## src/rtl/gray_pkg.sv

```systemverilog
// Shared types and reference model for the serial Gray-to-binary decoder.
// Optional step checking is enabled by defining GRAY_STEP_CHECK_EN.
package gray_pkg;

  localparam int GRAY_W_DEFAULT = 4;

  typedef enum logic [1:0] {
    IDLE   = 2'd0,
    DECODE = 2'd1,
    DONE   = 2'd2
  } state_e;

  // binary[i] is the XOR of all Gray bits at or above position i
  function automatic logic [31:0] gray2bin_ref(
    input logic [31:0] g
  );
    logic [31:0] b;
    b = '0;
    for (int i = 0; i < 32; i++) begin
      b[i] = ^(g >> i);
    end
    return b;
  endfunction

endpackage

```

## src/rtl/gray_step_checker.sv

```systemverilog
// Flags accepted Gray words that differ from the previous one in other than one bit.
// Built only when GRAY_STEP_CHECK_EN is defined.
module gray_step_checker #(
  parameter int WIDTH = 4
) (
  input  logic             i_clk,
  input  logic             i_rst,
  input  logic             i_accept,
  input  logic [WIDTH-1:0] i_gray,
  output logic             o_err
);

  logic [WIDTH-1:0] prev_q, prev_d;
  logic             prev_vld_q, prev_vld_d;
  logic             err_q, err_d;

  always_comb begin
    prev_d     = prev_q;
    prev_vld_d = prev_vld_q;
    err_d      = err_q;
    if (i_accept) begin
      prev_d     = i_gray;
      prev_vld_d = 1'b1;
      err_d      = prev_vld_q &&
                   ($countones(i_gray ^ prev_q) != 1);
    end
  end

  always_ff @(posedge i_clk) begin
    if (i_rst) begin
      prev_q     <= '0;
      prev_vld_q <= 1'b0;
      err_q      <= 1'b0;
    end else begin
      prev_q     <= prev_d;
      prev_vld_q <= prev_vld_d;
      err_q      <= err_d;
    end
  end

  assign o_err = err_q;

endmodule

```

## src/rtl/gray_to_binary_decoder.sv

```systemverilog
// Serial MSB-first Gray-to-binary decoder with valid/ready on both sides.
// Define GRAY_STEP_CHECK_EN to enable the single-bit-step checker.
module gray_to_binary_decoder
  import gray_pkg::*;
#(
  parameter int WIDTH = GRAY_W_DEFAULT
) (
  input  logic             i_clk,
  input  logic             i_rst,
  input  logic [WIDTH-1:0] i_gray,
  input  logic             i_valid,
  output logic             o_ready,
  output logic [WIDTH-1:0] o_binary,
  output logic             o_valid,
  input  logic             i_ready,
  output logic             o_step_err
);

  localparam int IDX_W = (WIDTH > 2) ? $clog2(WIDTH) : 1;
  localparam logic [IDX_W-1:0] IDX_START =
    IDX_W'((WIDTH > 1) ? WIDTH - 2 : 0);

  state_e           state_q, state_d;
  logic [WIDTH-1:0] g_q, g_d;
  logic [WIDTH-1:0] bin_q, bin_d;
  logic [IDX_W-1:0] idx_q, idx_d;
  logic             accept;

  assign o_ready  = (state_q == IDLE);
  assign o_valid  = (state_q == DONE);
  assign o_binary = bin_q;
  assign accept   = i_valid & o_ready;

  always_comb begin
    state_d = state_q;
    g_d     = g_q;
    bin_d   = bin_q;
    idx_d   = idx_q;
    unique case (state_q)
      IDLE: begin
        if (i_valid) begin
          g_d              = i_gray;
          bin_d            = '0;
          bin_d[WIDTH-1]   = i_gray[WIDTH-1];
          idx_d            = IDX_START;
          state_d          = (WIDTH == 1) ? DONE : DECODE;
        end
      end
      DECODE: begin
        bin_d[idx_q] = bin_q[idx_q + IDX_W'(1)] ^ g_q[idx_q];
        idx_d        = idx_q - IDX_W'(1);
        if (idx_q == '0) begin
          state_d = DONE;
        end
      end
      DONE: begin
        if (i_ready) begin
          state_d = IDLE;
        end
      end
      default: state_d = IDLE;
    endcase
  end

  always_ff @(posedge i_clk) begin
    if (i_rst) begin
      state_q <= IDLE;
      g_q     <= '0;
      bin_q   <= '0;
      idx_q   <= '0;
    end else begin
      state_q <= state_d;
      g_q     <= g_d;
      bin_q   <= bin_d;
      idx_q   <= idx_d;
    end
  end

`ifdef GRAY_STEP_CHECK_EN
  gray_step_checker #(
    .WIDTH(WIDTH)
  ) u_step_chk (
    .i_clk   (i_clk),
    .i_rst   (i_rst),
    .i_accept(accept),
    .i_gray  (i_gray),
    .o_err   (o_step_err)
  );
`else
  // Port kept so both builds share one interface
  assign o_step_err = 1'b0;
  logic unused_accept;
  assign unused_accept = accept;
`endif

endmodule

```

## config.mk

```make
export PLATFORM = sky130hd
export DESIGN_NAME = gray_to_binary_decoder
export DESIGN_NICKNAME = d
export VERILOG_FILES = /design/src/rtl/gray_pkg.sv /design/src/rtl/gray_step_checker.sv /design/src/rtl/gray_to_binary_decoder.sv
export SDC_FILE = /design/constraint.sdc
export NUM_CORES = 1
export LEC_CHECK = 0
export ABC_AREA = 1
export BUFFER_PORTS_ARGS = -buffer_cell sky130_fd_sc_hd__buf_4
export CAP_MARGIN = 20
export CORE_MARGIN = 2
export CORE_UTILIZATION = 50
export CTS_BUF_LIST = sky130_fd_sc_hd__clkbuf_4 sky130_fd_sc_hd__clkbuf_8 sky130_fd_sc_hd__clkbuf_16
export CTS_CLUSTER_DIAMETER = 50
export DETAILED_ROUTE_END_ITERATION = 10
export GPL_TIMING_DRIVEN = 0
export PLACE_DENSITY = 0.74
export SLEW_MARGIN = 25
export SYNTH_ARGS = -nofsm -noshare
export SYNTH_HDL_FRONTEND = slang
export SYNTH_HIERARCHICAL = 1
export SYNTH_SLANG_ARGS = --single-unit
```

## constraint.sdc

```tcl
create_clock -name i_clk -period 1.6 [get_ports i_clk]
set_input_delay 0.16 -clock i_clk [delete_from_list [all_inputs] [get_ports i_clk]]
set_output_delay 0.16 -clock i_clk [all_outputs]
set_load 0.02 [all_outputs]
```

==> out/qor.yml, run 1 <==
cp.arrival_ns: 1.68
finalSetupViolations: 0
crit_buf_inv: 3
num_antenna_cells: 0
critPathKind: "reg2reg"
synthCells: 115
crit_top_cell: "nand3_1"
critPathTopFamily: "simple AND/OR/NAND/NOR gates"
finalNonFillerCells: 146
grtUsageTotal: 0.189
antenna_found_initial: 0
r2r-start: "idx_q[0]$_SDFFE_PP0P_"
fin_setup_tns_ns: 0
period_needed_ns: 1.45
cts_inserted_buffers: 3
synth_cell_types: 18
drc: 0
dp.cells: 143
slowest_stage: "dfxtp_4"
post_cts_buffers: 0
cp.depth: 9
grt-ovfl-total: 0
cts_root_buf: "clkbuf_4"
synth.most_common_cell: "nand2_1"
synth_edf_count: 0
dieHeight_um: 42.5
grt_pass1_wl_um: 2580
synth_area_leader_cell: "dfxtp_1"
die_area_um2: 1810
rrSetupSlack_ns: 0.15
core-area_um2: 1350
row_count: 13
drt_wl_total_um: 1540
r2r_cells: 9
clock-sinks: 12
synth_warnings: 6
area_delta_synth_final_pct: 19.4
ys_top_cells_by_area: "dfxtp_1, nand2_1, inv_1"
htreeDepth: 1
synth-seq-cells: 12
p_leak_nw: 0.457
grt_setup_unrepaired: "no"
clk_latency_ns: 0.27
required_ns: 1.82
cp-end-kind: "flop"
yosysSeqAreaShare: 0.324
hold_buffers: 0
vias: 748
fin_util: 0.656
portBuffers: 13
synth_fp_nets: 127
place_worst_setup_slack_ns: -0.0603
async_flop_share: 0
period_share: 0.908
synth_top_area_share: 0.324
hold_path_class: "in2reg"
regToRegEndpoint: "o_binary[1]$_SDFFE_PP0P_"
antenna_left: 0
fmax_mhz: 688
place.gp.congestion: 0.885
route.detailed.vias_per_inst: 5.12
critPathMaxFanout: 10
drv_slew: 0
grt_max_degree: 11
drtPass1Iterations: 4
peakVddDrop_uv: 435
outcome: "completed"
fp.dieW_um: 42.5
nets: 145
ys.flop_type: "dfxtp_1"
layout-drive-gt1-share: 0.244
avgSynthCellArea_um2: 6.45
crit_chain: "inv_4, ha_1, inv_1, nand3_1, nand2_2, nand2_2, nand3_1, nand3_1, inv_1"
cp-start-kind: "flop"
hold_depth: 2
cpPeakStageDelay_ns: 0.41
clockBufferDepth: 2
cap_violations: 0
place_hpwl_um: 1110
wire_per_inst_um: 10.5
cts_tree: "done"
crit_path_end: "o_binary[1]$_SDFFE_PP0P_"
initial_core_util: 0.550
finalHoldViolCount: 0
clk_pin_slew_ns: 0.07
fin_skew_ns: 0.000976
critPathLaunch: "idx_q[0]$_SDFFE_PP0P_"
netlist_area_um2: 742
boundaryPins: 15
grt_pass1_vias: 630
layout_setup_ws_ns: 0.147
powerDensity_nw_per_um2: 910
synth_top_cells_by_count: "nand2_1, inv_1, dfxtp_1"
drt_iter0_markers: 22
routing by layer:
layer  vias to the layer above  track usage  routed length, um
met3                         5       0.0517                105
met1                       329        0.257                729
met2                        25        0.274                664
li1                        389            -                  -
met5                         -            0                  0
met4                         0       0.0938                 38
worst min-delay path by stage:
stage,to,startpoint,slack [ns]
finish,idx_q[0]$_SDFFE_PP0P_,i_rst,0.07
global route,state_q[1]$_SDFFE_PP0P_,i_rst,0.06
CTS,state_q[1]$_SDFFE_PP0P_,i_rst,0.07
detailed placement,state_q[0]$_SDFFE_PP0P_,i_rst,0.36
global placement,state_q[0]$_SDFFE_PP0P_,i_rst,0.36
floorplan,state_q[0]$_SDFFE_PP0P_,i_rst,0.23
area by class of cell:
cell class                 instances  area [um2]
sequential                        12         245
buffer                             3        20.0
timing repair buffer              13        97.6
clock buffer                       3        22.5
inverter                          21        81.3
tap                               15        18.8
fill                             123         464
multi-input combinational         79         400
state kept, by name, summed over array words and instances (netlist names):
| signal | flops |
|---|---|
| g_q | 4 |
| state_q | 2 |
| idx_q | 2 |
| o_binary | 4 |
per-stage QoR:
step / area [um2] / power [W] / hold WS [ns]
6_report: 886 / 0.000806 / 0.0689
5_1_grt: 886 / 0.000868 / 0.0610
4_1_cts: 882 / 0.000811 / 0.0654
3_5_place_dp: 858 / 0.000622 / 0.357
3_3_place_gp: 858 / 0.000618 / 0.358
2_1_floorplan: 742 / 0.000549 / 0.229
kinds of logic (layout without fill, tap and decap cells):
logic type / count (synthesis) / in the layout / share of synthesized area
adders and majority gates: 4 / 4 / 0.0675
and+or+nand+nor: 57 / 57 / 0.342
buffers and inverters: 24 / 40 / 0.137
other: 1 / 1 / 0.00505
DFF: 12 / 12 / 0.324
AOI/OAI and AO/OA: 17 / 17 / 0.125
report_power, final:
group	switching, W	total, W	leakage, nW	internal [W]
Sequential	0.0000292	0.000358	0.0997	0.000329
Combinational	0.000161	0.000262	0.344	0.000100
Clock	0.0000989	0.000186	0.0138	0.0000873
Total	0.000290	0.000806	0.457	0.000516
timing repair:
action                                  4_1_cts  5_1_grt
endpoints found under the setup margin        4        3
hold endpoints to repair                      0        0
gates resized for setup                       1        2
cell usage in the layout, fill, tap and decap left out, drive strengths merged:
master | netlist | layout
a211oi | 1 | 1
nand2 | 33 | 33
buf | 3 | 16
nand3 | 12 | 12
inv | 21 | 21
dfxtp | 12 | 12
clkbuf | 0 | 3
ha | 4 | 4
nor2 | 12 | 12
a21oi | 7 | 7
o22ai | 1 | 1
conb | 1 | 1
o21ai | 8 | 8
worst register-to-register path, stage by stage, from the launching register on:
cell and delay (ns):
dfxtp_4 0.41, inv_4 0.09, ha_1 0.34, inv_1 0.09
nand3_1 0.09, nand2_2 0.09, nand2_2 0.08, nand3_1 0.09
nand3_1 0.07, inv_1 0.06
Power figures use the tool's default switching activity.
==> inputs of run 2 (changes only) <==
--- a/config.mk
+++ b/config.mk
@@ -5,16 +5,15 @@
 export SDC_FILE = /design/constraint.sdc
 export NUM_CORES = 1
 export LEC_CHECK = 0
-export ABC_AREA = 1
 export BUFFER_PORTS_ARGS = -buffer_cell sky130_fd_sc_hd__buf_4
 export CAP_MARGIN = 20
-export CORE_MARGIN = 2
-export CORE_UTILIZATION = 50
+export CORE_AREA = 2 2 39 41
 export CTS_BUF_LIST = sky130_fd_sc_hd__clkbuf_4 sky130_fd_sc_hd__clkbuf_8 sky130_fd_sc_hd__clkbuf_16
 export CTS_CLUSTER_DIAMETER = 50
 export DETAILED_ROUTE_END_ITERATION = 10
+export DIE_AREA = 0 0 41 43
 export GPL_TIMING_DRIVEN = 0
-export PLACE_DENSITY = 0.74
+export PLACE_DENSITY = 0.72
 export SLEW_MARGIN = 25
 export SYNTH_ARGS = -nofsm -noshare
 export SYNTH_HDL_FRONTEND = slang
==> out/qor.yml, run 2 <==
outcome: "complete, but fails checks"
violations: "setup timing"
synthCells: 74
antenna_found_initial: 0
synth-seq-cells: 12
clockBufferDepth: 2
netlist_area_um2: 629
clock-sinks: 12
pwr-share-comb: 0.314
ys_top_cells_by_area: "dfxtp_1, ha_1, mux2i_1"
grtUsageTotal: 0.192
drv_slew: 0
clk_pin_slew_ns: 0.08
drt_iter0_markers: 14
initial_core_util: 0.455
core-area_um2: 1380
drc: 0
drt_wl_total_um: 1370
boundaryPins: 15
nets: 108
wire_per_inst_um: 12.4
synth_top_area_share: 0.382
place_hpwl_um: 993
route.detailed.vias_per_inst: 5.21
critPathMaxFanout: 4
num_antenna_cells: 0
grt_max_degree: 11
synth_edf_count: 0
avgSynthCellArea_um2: 8.50
place_worst_setup_slack_ns: -0.161
final_area_um2: 845
synth_cell_types: 21
grt_pass1_wl_um: 2280
required_ns: 1.79
grt_setup_unrepaired: "yes"
p_sw_w: 0.000262
internal_power_w: 0.000567
p_leak_nw: 0.350
cts_inserted_buffers: 3
async_flop_share: 0
row_count: 14
layout-drive-gt1-share: 0.316
cap_violations: 0
fmax_mhz: 595
cts_tree: "done"
synth_area_leader_cell: "dfxtp_1"
regArea_um2: 248
nFillCells: 125
synth_fp_nets: 86
grt-ovfl-total: 0
synth_top_cells_by_count: "dfxtp_1, nand2_1, o21ai_0"
period_share: 1.05
final_cell_mix: "buf_4, nand2_1, dfxtp_1"
ys.flop_type: "dfxtp_1"
fin_setup_tns_ns: -0.162
swShare: 0.316
period_needed_ns: 1.68
antenna_left: 0
fin_skew_ns: 0.00322
place.gp.congestion: 0.752
multi_input_area_um2: 384
synth.most_common_cell: "dfxtp_1"
hold_slack_ns: 0.0691
fp.dieW_um: 41
vias: 578
drtPass1Iterations: 4
htreeDepth: 1
clk_latency_ns: 0.27
grt_pass1_vias: 541
area_delta_synth_final_pct: 34.2
hold_buffers: 0
dieHeight_um: 43
die_area_um2: 1760
cp-end-kind: "flop"
layout_commonest_cell: "buf_4"
dp.cells: 103
postPlaceCellArea_um2: 771
cp-start-kind: "flop"
portBuffers: 13
clkPwrFrac: 0.258
yosysSeqAreaShare: 0.382
seq_power_share: 0.429
finalNonFillerCells: 111
layout_setup_ws_ns: -0.0802
finalHoldViolCount: 0
synth_warnings: 6
peakVddDrop_uv: 469
cts_root_buf: "clkbuf_4"
critPathKind: "reg2reg"
finalSetupViolations: 3
hold_path_class: "in2reg"
powerDensity_nw_per_um2: 982
cp.arrival_ns: 1.87
## run 2: cell types whose count changed in the layout (fill, tap and decap cells not counted), moves of 2 or more
| cell | before | now |
|---|---|---|
| a221oi_1 | 0 | 3 |
| buf_4 | 15 | 18 |
| clkbuf_1 | 0 | 3 |
| inv_1 | 20 | 1 |
| mux2i_1 | 0 | 5 |
| nand2_1 | 26 | 10 |
| nand2_2 | 7 | 0 |
| nand3_1 | 11 | 0 |
| nor2_1 | 11 | 5 |
| nor2b_1 | 0 | 5 |
| xor2_1 | 0 | 2 |
## run 2: what timing repair did
action / CTS / global route
pin swaps: 6 / 1
setup endpoints to repair: 4 / 4
setup buffers: 4 / 0
resized for setup: 4 / 0
## run 2: critical path, cell delays in order, from the launching register on
cell      delay (ns)
dfxtp_4         0.37
inv_4           0.04
ha_4            0.27
mux2i_1         0.21
xor2_1          0.20
o22ai_2         0.13
buf_4           0.16
a221oi_2        0.22
## run 2: power by group through the flow
stage / Combinational, W / Sequential, W / Clock [W]
2_1_floorplan: 0.000152 / 0.000369 / 0
3_3_place_gp: 0.000224 / 0.000367 / 0
3_5_place_dp: 0.000227 / 0.000368 / 0
4_1_cts: 0.000261 / 0.000355 / 0.000219
5_1_grt: 0.000287 / 0.000358 / 0.000232
6_report: 0.000260 / 0.000355 / 0.000214
## run 2: cell type report
| type | count | share of cell area |
|---|---|---|
| plain buffers | 4 | 0.0222 |
| clock buffers | 4 | 0.0356 |
| inverters | 3 | 0.0193 |
| multi-input cells | 55 | 0.455 |
| flip-flops and latches | 12 | 0.293 |
| well taps | 16 | 0.0237 |
| repair buffers | 17 | 0.151 |
## run 2: worst paths after layout
| path | startpoint | end | slack (ns) | depth (start not counted) |
|---|---|---|---|---|
| hold / removal | i_rst | o_binary[3]$_SDFFE_PP0P_ | 0.07 | 2 |
| hold reg to reg | g_q[0]$_SDFFE_PP0P_ | g_q[0]$_SDFFE_PP0P_ | 0.48 | 2 |
| setup reg to reg | idx_q[1]$_SDFFE_PP0P_ | o_binary[2]$_SDFFE_PP0P_ | -0.08 | 7 |
| setup / recovery | idx_q[1]$_SDFFE_PP0P_ | o_binary[2]$_SDFFE_PP0P_ | -0.08 | 7 |
## run 2: kinds of logic after synthesis
| group | Yosys count | share of synthesized area |
|---|---|---|
| adder cells (fa/ha/maj) | 4 | 0.0795 |
| flip-flops | 12 | 0.382 |
| AO/OA/AOI/OAI | 21 | 0.221 |
| XOR/XNOR | 2 | 0.0278 |
| other | 1 | 0.00596 |
| AND/OR/NAND/NOR | 22 | 0.157 |
| buffers and inverters | 7 | 0.0477 |
| multiplexers | 5 | 0.0795 |
## run 2: stage by stage
step                      power (W)   util
after global placement     0.000591  0.557
after detailed placement   0.000595  0.557
after global routing       0.000877  0.610
after floorplan            0.000520      -
after CTS                  0.000836  0.610
final                      0.000829  0.610
## run 2: routing by layer
metal  track usage  part of all wire
met1         0.257              0.45
met2         0.294              0.49
met3        0.0314             0.037
met4        0.0800             0.018
met5             0                 0
==> inputs of run 3 (changes only) <==
--- a/config.mk
+++ b/config.mk
@@ -7,11 +7,11 @@
 export LEC_CHECK = 0
 export BUFFER_PORTS_ARGS = -buffer_cell sky130_fd_sc_hd__buf_4
 export CAP_MARGIN = 20
-export CORE_AREA = 2 2 39 41
+export CORE_AREA = 3 3 40 42
 export CTS_BUF_LIST = sky130_fd_sc_hd__clkbuf_4 sky130_fd_sc_hd__clkbuf_8 sky130_fd_sc_hd__clkbuf_16
 export CTS_CLUSTER_DIAMETER = 50
 export DETAILED_ROUTE_END_ITERATION = 10
-export DIE_AREA = 0 0 41 43
+export DIE_AREA = 0 0 43 45
 export GPL_TIMING_DRIVEN = 0
 export PLACE_DENSITY = 0.72
 export SLEW_MARGIN = 25
==> out/qor.yml, run 3 (same netlist as run 2, synthesis figures left out) <==
grt-ovfl-total: 0
row_count: 13
critPathTopFamily: "compound AO/OA/AOI/OAI gates"
drc: 0
fp.dieW_um: 43
critPathKind: "reg2reg"
rrSetupSlack_ns: -0.08
die_area_um2: 1940
clock-sinks: 12
hold_end: "o_binary[3]$_SDFFE_PP0P_"
hold_depth: 2
outcome: "complete, but fails checks"
drtPass1Iterations: 5
slowest_stage: "dfxtp_4"
required_ns: 1.77
wire_per_inst_um: 14.3
fin_skew_ns: 0.00606
cp-start-kind: "flop"
nets: 107
drt_iter0_markers: 18
grtUsageTotal: 0.179
finalHoldViolCount: 0
cts_root_buf: "clkbuf_4"
area_delta_synth_final_pct: 36.6
crit_buf_inv: 1
internal_power_w: 0.000595
grt_max_degree: 11
place_hpwl_um: 1040
dieHeight_um: 45
cp-end-kind: "flop"
cts_inserted_buffers: 3
crit_chain: "inv_4, ha_4, mux2i_2, xor2_1, o22ai_2, a221oi_1"
period_share: 1.05
clk_latency_ns: 0.28
htreeDepth: 1
layout_setup_ws_ns: -0.0794
regToRegEndpoint: "o_binary[1]$_SDFFE_PP0P_"
p_leak_nw: 0.350
hold_path_class: "in2reg"
pwr-share-comb: 0.310
core-area_um2: 1280
hold_buffers: 0
grt_pass1_wl_um: 2540
grt_pass1_vias: 594
initial_core_util: 0.490
drt_wl_total_um: 1560
boundaryPins: 15
fmax_mhz: 595
cts_tree: "done"
p_sw_w: 0.000283
place_worst_setup_slack_ns: -0.0871
finalSetupViolations: 4
drv_slew: 0
layout-drive-gt1-share: 0.330
place.gp.congestion: 0.741
cpPeakStageDelay_ns: 0.37
clkPwrFrac: 0.283
clockBufferDepth: 2
peakVddDrop_uv: 543
portBuffers: 13
hold_slack_ns: 0.0565
cp.arrival_ns: 1.85
period_needed_ns: 1.68
antenna_left: 0
min_from: "i_rst"
seq_power_share: 0.407
critPathMaxFanout: 4
route.detailed.vias_per_inst: 5.54
final_cell_mix: "buf_4, nand2_1, dfxtp_1"
cap_violations: 0
vias: 604
grt_setup_unrepaired: "yes"
violations: "setup timing"
swShare: 0.322
r2r-start: "idx_q[0]$_SDFFE_PP0P_"
antenna_found_initial: 0
layout_commonest_cell: "buf_4"
r2r_cells: 6
clk_pin_slew_ns: 0.08
num_antenna_cells: 0
powerDensity_nw_per_um2: 1020
run 3: changes by cell type in the layout (fill, tap and decap cells not counted), sizes merged:
cell	previous run	this run
buf	18	17
run 3: worst max path at each step:
stage / start / to / slack, ns / cells past startpoint
6_report: idx_q[0]$_SDFFE_PP0P_ / o_binary[1]$_SDFFE_PP0P_ / -0.08 / 6
5_1_grt: idx_q[0]$_SDFFE_PP0P_ / o_binary[3]$_SDFFE_PP0P_ / -0.13 / 6
4_1_cts: idx_q[1]$_SDFFE_PP0P_ / o_binary[3]$_SDFFE_PP0P_ / -0.03 / 6
3_5_place_dp: idx_q[1]$_SDFFE_PP0P_ / o_binary[3]$_SDFFE_PP0P_ / -0.09 / 6
3_3_place_gp: idx_q[1]$_SDFFE_PP0P_ / o_binary[3]$_SDFFE_PP0P_ / -0.06 / 6
2_1_floorplan: idx_q[1]$_SDFFE_PP0P_ / o_binary[3]$_SDFFE_PP0P_ / 0.05 / 6
run 3: repair_timing:
item | 4_1_cts | 5_1_grt
gates resized for setup | 4 | 4
pin swaps | 4 | 1
setup endpoints to repair | 4 | 5
buffers inserted | 3 | 0
run 3: metal layers:
metal  GRT usage  share of wire  vias to the layer above
met5           0              0                        -
met4      0.0783          0.013                        0
met3      0.0398          0.056                        6
met2       0.323           0.49                       20
met1       0.201           0.44                      281
li1            -              -                      297
run 3: layout make-up:
cell class | instances | area (um2)
flip-flops and latches | 12 | 248
inverters | 3 | 16.3
clock buffers | 4 | 36.3
well taps | 15 | 18.8
repair buffers | 16 | 120
fillers | 111 | 425
plain buffers | 4 | 20.0
multi-input cells | 55 | 400
run 3: through the flow:
step | instance area, um2 | setup TNS [ns] | total power (W) | util | std cells
2_1_floorplan | 653 | 0 | 0.000520 | - | 74
3_3_place_gp | 769 | -0.210 | 0.000594 | 0.599 | 102
3_5_place_dp | 769 | -0.308 | 0.000598 | 0.599 | 102
4_1_cts | 842 | -0.0313 | 0.000866 | 0.655 | 109
5_1_grt | 860 | -0.397 | 0.000919 | 0.669 | 109
6_report | 860 | -0.182 | 0.000879 | 0.669 | 109
run 3: worst reg2reg max path, delay by kind of cell, from the launching register on:
family	cells	cell delay (ns)
AO/OA/AOI/OAI	2	0.47
XOR/XNOR	1	0.20
adder cells (fa/ha/maj)	1	0.28
buffers and inverters	1	0.05
flip-flops	1	0.37
multiplexers	1	0.22
run 3: power by group through the flow:
stage | clock network [W] | logic [W] | registers (W)
floorplan | 0 | 0.000152 | 0.000369
global placement | 0 | 0.000227 | 0.000367
detailed placement | 0 | 0.000230 | 0.000368
CTS | 0.000252 | 0.000259 | 0.000355
global route | 0.000263 | 0.000294 | 0.000362
finish | 0.000248 | 0.000273 | 0.000358
